File: config.mk
export PLATFORM = sky130hd
export DESIGN_NAME = dma_addr_gen
export DESIGN_NICKNAME = d
export VERILOG_FILES = /design/src/rtl/dma_addr_gen_pkg.sv /design/src/rtl/dma_counter.sv /design/src/rtl/dma_addr_gen.sv
export SDC_FILE = /design/constraint.sdc
export NUM_CORES = 1
export LEC_CHECK = 0
export CORE_AREA = 5 5 90 84
export CTS_BUF_LIST = sky130_fd_sc_hd__clkbuf_2
export CTS_CLUSTER_SIZE = 25
export DETAILED_ROUTE_END_ITERATION = 7
export DIE_AREA = 0 0 95 89
export GPL_TIMING_DRIVEN = 0
export SLEW_MARGIN = 20
export SYNTH_ARGS = -nofsm -noshare
export SYNTH_HDL_FRONTEND = slang
export SYNTH_SLANG_ARGS = --single-unit
export TNS_END_PERCENT = 10
File: constraint.sdc
create_clock -name clk -period 4.4 [get_ports clk]
set_input_delay 0.66 -clock clk [delete_from_list [all_inputs] [get_ports clk]]
set_output_delay 0.66 -clock clk [all_outputs]
set_load 0.02 [all_outputs]
File: src/rtl/dma_addr_gen_pkg.sv
// Shared encodings for the DMA address generator: instruction codes, transfer
// modes and control-register layout.
package dma_addr_gen_pkg;

    localparam int CR_W    = 3;
    localparam int DIR_BIT = 2;

    typedef enum logic [2:0] {
        INSTR_NOP     = 3'd0,
        INSTR_WR_CR   = 3'd1,
        INSTR_RD_CR   = 3'd2,
        INSTR_RD_WC   = 3'd3,
        INSTR_RD_AC   = 3'd4,
        INSTR_REINIT  = 3'd5,
        INSTR_LD_ADDR = 3'd6,
        INSTR_LD_WC   = 3'd7
    } instr_e;

    typedef enum logic [1:0] {
        MODE_WC_STOP   = 2'd0,
        MODE_WC_RELOAD = 2'd1,
        MODE_ADDR_CMP  = 2'd2,
        MODE_FREE      = 2'd3
    } mode_e;

endpackage

File: src/rtl/dma_counter.sv
// Loadable WIDTH-bit up/down counter. hit_o flags that the value the counter
// would take on a step equals cmp_i, so callers can act on the stepping edge.
module dma_counter #(
    parameter int WIDTH = 8
) (
    input  logic             clk,
    input  logic             rst,
    input  logic             load_i,
    input  logic [WIDTH-1:0] load_val_i,
    input  logic             step_i,
    input  logic             down_i,
    input  logic [WIDTH-1:0] cmp_i,
    output logic [WIDTH-1:0] cnt_o,
    output logic             hit_o
);
    localparam logic [WIDTH-1:0] ONE = WIDTH'(1);

    logic [WIDTH-1:0] cnt_q, cnt_d, stepped;

    always_comb begin
        stepped = down_i ? (cnt_q - ONE) : (cnt_q + ONE);
        cnt_d   = cnt_q;
        if (load_i) begin
            cnt_d = load_val_i;
        end else if (step_i) begin
            cnt_d = stepped;
        end
    end

    always_ff @(posedge clk or posedge rst) begin
        if (rst) begin
            cnt_q <= '0;
        end else begin
            cnt_q <= cnt_d;
        end
    end

    assign cnt_o = cnt_q;
    assign hit_o = (stepped == cmp_i);

endmodule

File: src/rtl/dma_addr_gen.sv
// DMA address generator: instruction decode, transfer-termination modes, done
// tracking and readback mux around an address counter and a word counter.
module dma_addr_gen
    import dma_addr_gen_pkg::*;
#(
    parameter int WIDTH = 8
) (
    input  logic             clk,
    input  logic             res,
    input  logic [2:0]       instr,
    input  logic [WIDTH-1:0] bus_data_in,
    input  logic             ena,
    input  logic             aci,
    output logic [WIDTH-1:0] address_out,
    output logic [WIDTH-1:0] data_out,
    output logic             data_oe,
    output logic             done,
    output logic             aco
);
    logic [WIDTH-1:0] areg_q, areg_d;
    logic [WIDTH-1:0] wreg_q, wreg_d;
    logic [CR_W-1:0]  cr_q, cr_d;
    logic             done_q, done_d;

    logic [WIDTH-1:0] acnt, wcnt;
    logic [WIDTH-1:0] a_load_val, w_load_val;
    logic             a_hit, w_hit;
    logic             a_load, w_load;
    logic             dir_down, halt, step, reload;
    instr_e           op;
    mode_e            mode;

    always_comb begin
        op       = instr_e'(instr);
        mode     = mode_e'(cr_q[1:0]);
        dir_down = cr_q[DIR_BIT];
        halt     = done_q & ((mode == MODE_WC_STOP) | (mode == MODE_ADDR_CMP));
        step     = ena & aci & ~halt &
                   (op inside {INSTR_NOP, INSTR_RD_CR, INSTR_RD_WC, INSTR_RD_AC});
        // w_hit means the word counter is about to step from 1 to 0
        reload   = step & (mode == MODE_WC_RELOAD) & w_hit;

        a_load     = reload | (op == INSTR_REINIT) | (op == INSTR_LD_ADDR);
        a_load_val = (op == INSTR_LD_ADDR) ? bus_data_in : areg_q;
        w_load     = reload | (op == INSTR_REINIT) | (op == INSTR_LD_WC);
        w_load_val = (op == INSTR_LD_WC) ? bus_data_in : wreg_q;

        areg_d = (op == INSTR_LD_ADDR) ? bus_data_in : areg_q;
        wreg_d = (op == INSTR_LD_WC) ? bus_data_in : wreg_q;
        cr_d   = (op == INSTR_WR_CR) ? bus_data_in[CR_W-1:0] : cr_q;

        done_d = done_q;
        if (op inside {INSTR_WR_CR, INSTR_REINIT, INSTR_LD_ADDR, INSTR_LD_WC}) begin
            done_d = 1'b0;
        end else begin
            case (mode)
                MODE_WC_STOP:   if (step & w_hit) done_d = 1'b1;
                MODE_WC_RELOAD: done_d = reload;
                MODE_ADDR_CMP:  if (step & a_hit) done_d = 1'b1;
                default:        done_d = 1'b0;
            endcase
        end
    end

    always_ff @(posedge clk or posedge res) begin
        if (res) begin
            areg_q <= '0;
            wreg_q <= '0;
            cr_q   <= '0;
            done_q <= 1'b0;
        end else begin
            areg_q <= areg_d;
            wreg_q <= wreg_d;
            cr_q   <= cr_d;
            done_q <= done_d;
        end
    end

    dma_counter #(.WIDTH(WIDTH)) u_addr_cnt (
        .clk        (clk),
        .rst        (res),
        .load_i     (a_load),
        .load_val_i (a_load_val),
        .step_i     (step),
        .down_i     (dir_down),
        .cmp_i      (wreg_q),
        .cnt_o      (acnt),
        .hit_o      (a_hit)
    );

    dma_counter #(.WIDTH(WIDTH)) u_word_cnt (
        .clk        (clk),
        .rst        (res),
        .load_i     (w_load),
        .load_val_i (w_load_val),
        .step_i     (step),
        .down_i     (1'b1),
        .cmp_i      ('0),
        .cnt_o      (wcnt),
        .hit_o      (w_hit)
    );

    always_comb begin
        data_out = '0;
        data_oe  = 1'b0;
        case (op)
            INSTR_RD_CR: begin data_out = WIDTH'(cr_q); data_oe = 1'b1; end
            INSTR_RD_WC: begin data_out = wcnt;         data_oe = 1'b1; end
            INSTR_RD_AC: begin data_out = acnt;         data_oe = 1'b1; end
            default: ;
        endcase
    end

    assign address_out = acnt;
    assign done        = done_q;
    assign aco         = ena & aci & ~halt & (dir_down ? (acnt == '0) : (&acnt));

endmodule

==> impl_metrics.csv, run 1 <==
group,metric,value,unit
outcome,status,"finished, final reports clean",
final_layout,final_layout_size_suffix_gt1_share,19.6,%
sta,finalSetupViolations,0,
sta,fin_crit,3500,ps
logic_synthesis,synth_common_cells,"dfrtp_1, mux2_2, nand2_1",
grt,grt_pass1_wl,10000,um
logic_synthesis,ys_seq_area_share,35.9,%
clock_tree,postCtsResizedCells,0,
placement,gp_congestion,0.906,
clock_tree,cts_max_path_buffers,2,
setup_path,slowest_stage,"clkdlybuf4s50_1",
logic_synthesis,synth_top_cell_by_area,"dfrtp_1",
setup_path,cp_max_fo,10,
sta,rsz0062_at_grt,"false",
sta,min_period_over_period,79.5,%
die,die_h,89,um
final_layout,register_area,901,um2
power,peakVddDrop,0.000249,V
sta,fmax,0.286,GHz
route,drc,0,
setup_path,crit_chain,"clkdlybuf4s50_1 > clkbuf_1 > and2_1 > clkbuf_1 > nand2_1 > o21ai_0 > clkdlybuf4s50_1",
final_layout,fillers,639,
logic_synthesis,synth_top_flop_cell,"dfrtp_1",
route,ant_nets,0,
die,die-width,95,um
logic_synthesis,async_flop_share,100,%
grt,overflow,0,
setup_path,worst_path_dominant_cell_family,"buffers and inverters",
setup_path,start_kind,"primary input",
logic_synthesis,ys_top_cells_by_area,"dfrtp_1, mux2_2, xnor2_1, ha_1, a21oi_1",
setup_path,crit_buf_inv,4,
power,power,1.71,mW
setup_path,cp.arrival,2840,ps
setup_path,max_stage_delay,650,ps
clock_tree,cts_tree,"yes",
clock_tree,cts_made_buffers,5,
route,dr_total_vias,1945,
final_layout,layout.nets,304,
sta,fin_tns_setup,0,ps
die,core,0.00645,mm2
grt,grtUsageTotal,15.7,%
clock_tree,clk_pin_slew,170,ps
clock_tree,cts-root-buf,"clkbuf_2",
placement,dp_slack,889,ps
sta,holdWs,515,ps
hold_path,hp-class,"reg -> reg",
sta,hold_viol_final,0,
setup_path,cp.depth,7,
power,power_leakage,1.21,nW
power,p_per_area,577,mW/mm2
route,via_per_inst,5.26,
clock_tree,clock-sinks,36,
logic_synthesis,synth_cells,242,
die,num_rows,28,
flow_run,maxCapViolCount,0,
logic_synthesis,syn_nets,266,
logic_synthesis,synth_warnings,0,
clock_tree,htreeDepth,2,
logic_synthesis,yosysTopAreaCellShare,35.9,%
route,drtIter0Drc,119,
hold_path,min_path_cells,1,
final_layout,area_growth,18.2,%
logic_synthesis,synth-seq-cells,36,
clock_tree,hold_buffers,0,
placement,port_buffers,31,
route,first_pass_iters,4,
die,dieArea,0.00846,mm2
sta,postLayoutSetupSlackWorst,901,ps
logic_synthesis,synth_edf_count,0,
die,io_pins,34,
logic_synthesis,ys_types,49,
logic_synthesis,syn-cell-area,0.00251,mm2
sta,worst_pin_slew,739,ps
route,totalWireLength,6180,um
route,routedWlPerCell,16.7,um
sta,relSlewSlack,50.6,%
final_layout,antennaDiodeCount,0,
grt,first_global_vias,1902,
logic_synthesis,syn-mean-instance-area,10.4,um2
setup_path,r2r_cells,7,
sta,maxSlewViolCount,0,
setup_path,path_class,"in -> out",
clock_tree,post-cts-setup-buffers,0,
die,start_util,38.9,%
grt,grt_max_degree,37,
clock_tree,clk_latency,360,ps
grt,antenna_found_initial,0,
sta,skew,13.7,ps
setup_path,required,3740,ps
placement,hpwl,4750,um
final_layout,multi_input_area,0.00151,mm2
setup_path,end_kind,"primary output",
-- cell usage in the layout (no fill, tap or decap), types with 3 or more instances in the layout --
cell             synthesis  routed
nor2b_1                  4       4
nor4b_1                  3       3
a31oi_1                  3       3
mux2_2                  36      36
nor4_1                   3       3
nor2_1                  11      11
xnor2_1                 14      14
a22oi_1                  3       3
clkbuf_2                 0       5
a21oi_1                 13      13
clkdlybuf4s50_1          0      31
a22o_1                   5       5
xor2_1                   7       7
buf_2                    3       3
inv_1                    6       5
nand2_1                 15      15
ha_1                     8       8
o21bai_1                 3       3
clkbuf_1                 9       9
o21ai_0                 10      10
dfrtp_1                 36      36
and2_1                   3       3
nand3_1                  6       6
-- flip-flops by register name, indices dropped and copies added (netlist names) --
| register | count |
|---|---|
| cr_q | 3 |
| areg_q | 8 |
| u_addr_cnt.cnt_o | 8 |
| done | 1 |
| u_word_cnt.cnt_o | 8 |
| wreg_q | 8 |
-- report_power, final --
group          switching [mW]  internal, mW  leakage [nW]
clock                  0.0991        0.0329        0.0239
combinational           0.526         0.487         0.755
sequential              0.139         0.426         0.427
total                   0.764         0.946          1.21
-- routing by layer --
layer	track usage, %	wire length, um	vias up
met1	21.4	2940	918
met5	0	0	-
met4	3.01	42	0
li1	-	-	961
met3	4.04	363	4
met2	25.5	2830	62
-- worst reg2reg max path, delay by kind of cell (launching register included) --
kind / cells / cell delay, ps
simple gates: 2 / 570
xor+xnor: 1 / 180
compound gates: 3 / 600
fa+ha+maj: 1 / 530
flops: 1 / 680
-- layout make-up --
type,instances,area share [%]
Tap cell,90,3.80
Timing Repair Buffer,31,10.5
Clock inverter,2,0.253
Multi-Input combinational cell,185,50.9
Buffer,15,2.53
Clock buffer,5,0.844
Sequential cell,36,30.4
Inverter,6,0.760
-- worst paths after layout --
check                                 endpoint                start  slack, ps
setup reg to reg              done$_DFFE_PP0P_  cr_q[2]$_DFFE_PP0N_       1770
min in group asynchronous  cr_q[1]$_DFFE_PP0N_                  res        730
max in group asynchronous  areg_q[6]$_DFF_PP0_                  res       3200
hold reg to reg            areg_q[0]$_DFF_PP0_  areg_q[0]$_DFF_PP0_        520
hold / removal             areg_q[0]$_DFF_PP0_  areg_q[0]$_DFF_PP0_        520
setup / recovery                   data_out[2]             instr[0]        900
-- cells by family (layout without fill, tap and decap cells) --
group	Yosys count	after routing	share of synthesized area, %
AOI/OAI and AO/OA	53	53	15.3
and+or+nand+nor	62	62	14.4
buffers and inverters	21	59	3.89
xor gates and xnor gates	22	22	8.23
DFF	36	36	35.9
muxes	39	39	17.6
adders and majority gates	9	9	4.79
-- per-stage QoR --
step	util (%)	std cells	instance area [um2]
after floorplan	-	242	2510
after global placement	45.5	363	2930
after detailed placement	45.5	363	2930
after CTS	46.0	370	2960
after global routing	46.0	370	2960
final	46.0	370	2960
No activity file was read; power rests on OpenSTA's default activity.
==> run 2: changes to the inputs <==
==> constraint.sdc (replaced) <==
create_clock -name clk -period 3.35 [get_ports clk]
set_input_delay 0.5025 -clock clk [delete_from_list [all_inputs] [get_ports clk]]
set_output_delay 0.5025 -clock clk [all_outputs]
set_load 0.02 [all_outputs]
==> run 2 against run 1 <==
Against the previous run:
- wire length rose by 0.18%
- sequential cell count did not move
- highest routed layer unchanged
- power rose by 31%
==> impl_metrics.csv, run 2 (same netlist as run 1, synthesis figures left out) <==
group,metric,value,unit
die,io_pins,34,
setup_path,r2r-start,"cr_q[2]$_DFFE_PP0N_",
final_layout,multi_input_area,0.00151,mm2
die,dieArea,0.00846,mm2
setup_path,slowest_stage,"clkdlybuf4s50_1",
setup_path,end_kind,"primary output",
grt,overflow,0,
setup_path,crit_chain,"clkdlybuf4s50_1 > and2_1 > clkbuf_1 > nand2_1 > o21ai_0 > clkdlybuf4s50_1",
setup_path,required,2850,ps
final_layout,area_growth,18.0,%
clock_tree,clock-sinks,36,
die,num_rows,28,
sta,hold_viol_final,0,
setup_path,path_common_cell,"clkdlybuf4s50_1",
outcome,status,"finished, final reports clean",
power,power_leakage,1.21,nW
placement,hpwl,4750,um
setup_path,reg2reg_slack,720,ps
route,first_pass_iters,5,
final_layout,register_area,901,um2
setup_path,reg2reg_to,"done$_DFFE_PP0P_",
sta,relSlewSlack,50.6,%
hold_path,hp-class,"reg -> reg",
sta,min_period_over_period,92.2,%
sta,fin_crit,3090,ps
route,totalWireLength,6190,um
setup_path,r2r_cells,7,
setup_path,cp.arrival,2590,ps
clock_tree,cts-root-buf,"clkbuf_2",
die,die_h,89,um
sta,skew,12.8,ps
die,die-width,95,um
route,drtIter0Drc,108,
clock_tree,clk_latency,360,ps
final_layout,layout.nets,303,
die,start_util,38.9,%
setup_path,cp_max_fo,11,
grt,grtUsageTotal,15.7,%
final_layout,layout_common_cells,"mux2_2, dfrtp_1, clkdlybuf4s50_1",
route,ant_nets,0,
sta,postLayoutSetupSlackWorst,261,ps
flow_run,maxCapViolCount,0,
sta,fin_tns_setup,0,ps
hold_path,hold_start,"areg_q[0]$_DFF_PP0_",
route,drc,0,
sta,maxSlewViolCount,0,
clock_tree,post-cts-setup-buffers,0,
route,routedWlPerCell,16.8,um
die,core,0.00645,mm2
clock_tree,cts_tree,"yes",
grt,grt_max_degree,37,
final_layout,antennaDiodeCount,0,
route,dr_total_vias,1935,
power,peakVddDrop,0.000327,V
grt,grt_pass1_wl,10000,um
placement,port_buffers,31,
sta,fmax,0.324,GHz
route,via_per_inst,5.24,
grt,antenna_found_initial,0,
sta,finalSetupViolations,0,
clock_tree,postCtsResizedCells,0,
final_layout,fillers,641,
clock_tree,clk_pin_slew,170,ps
placement,gp_congestion,0.906,
grt,first_global_vias,1902,
setup_path,start_kind,"primary input",
hold_path,min_path_cells,1,
sta,worst_pin_slew,740,ps
final_layout,final_layout_size_suffix_gt1_share,19.7,%
clock_tree,htreeDepth,2,
setup_path,max_stage_delay,720,ps
power,p_per_area,758,mW/mm2
sta,rsz0062_at_grt,"false",
hold_path,holdPathEnd,"areg_q[0]$_DFF_PP0_",
clock_tree,cts_max_path_buffers,2,
placement,dp_slack,154,ps
clock_tree,cts_made_buffers,5,
setup_path,path_class,"in -> out",
clock_tree,hold_buffers,0,
[run 2: stage by stage]
step	instance area [um2]	utilization [%]	hold slack, ps	total power, mW	std cells
global route	2960	45.9	533	2.43	369
detailed placement	2930	45.5	482	2.08	363
CTS	2960	46.0	520	2.26	370
finish	2960	45.9	515	2.25	369
floorplan	2510	-	468	1.69	242
global placement	2930	45.5	475	2.07	363
[run 2: power breakdown]
part | switching, mW | internal, mW
sequential | 0.180 | 0.560
clock | 0.131 | 0.0431
combinational | 0.692 | 0.639
total | 1.00 | 1.24
[run 2: how the worst max path moves through the flow]
stage	start	slack [ps]	cells past startpoint	end
after CTS	instr[0]	140	7	data_out[2]
after global placement	instr[0]	200	7	data_out[2]
after global routing	u_addr_cnt.cnt_o[1]$_DFFE_PP0P_	80	5	aco
after detailed placement	instr[0]	150	7	data_out[2]
after floorplan	u_addr_cnt.cnt_o[1]$_DFFE_PP0P_	1050	4	aco
final	instr[0]	260	6	data_out[2]
[run 2: routing by layer]
layer  vias to the layer above  part of all wire, %  global-route usage [%]
li1                        960                    -                       -
met1                       912                   48                    21.4
met2                        59                   46                    25.5
met3                         4                  5.0                    4.04
met4                         0                 0.68                    3.01
met5                         -                    0                       0
[run 2: layout make-up]
cell class / count / share of cell area [%]
Timing Repair Buffer: 31 / 10.5
Multi-Input combinational cell: 185 / 51.0
Inverter: 6 / 0.761
Sequential cell: 36 / 30.4
Clock inverter: 2 / 0.254
Clock buffer: 5 / 0.845
Buffer: 14 / 2.41
Tap cell: 90 / 3.80
[run 2: critical path, delay by kind of cell]
family,cells,cell delay [ps]
buffers and inverters,3,1680
AND/OR/NAND/NOR,2,280
AO/OA/AOI/OAI,1,120
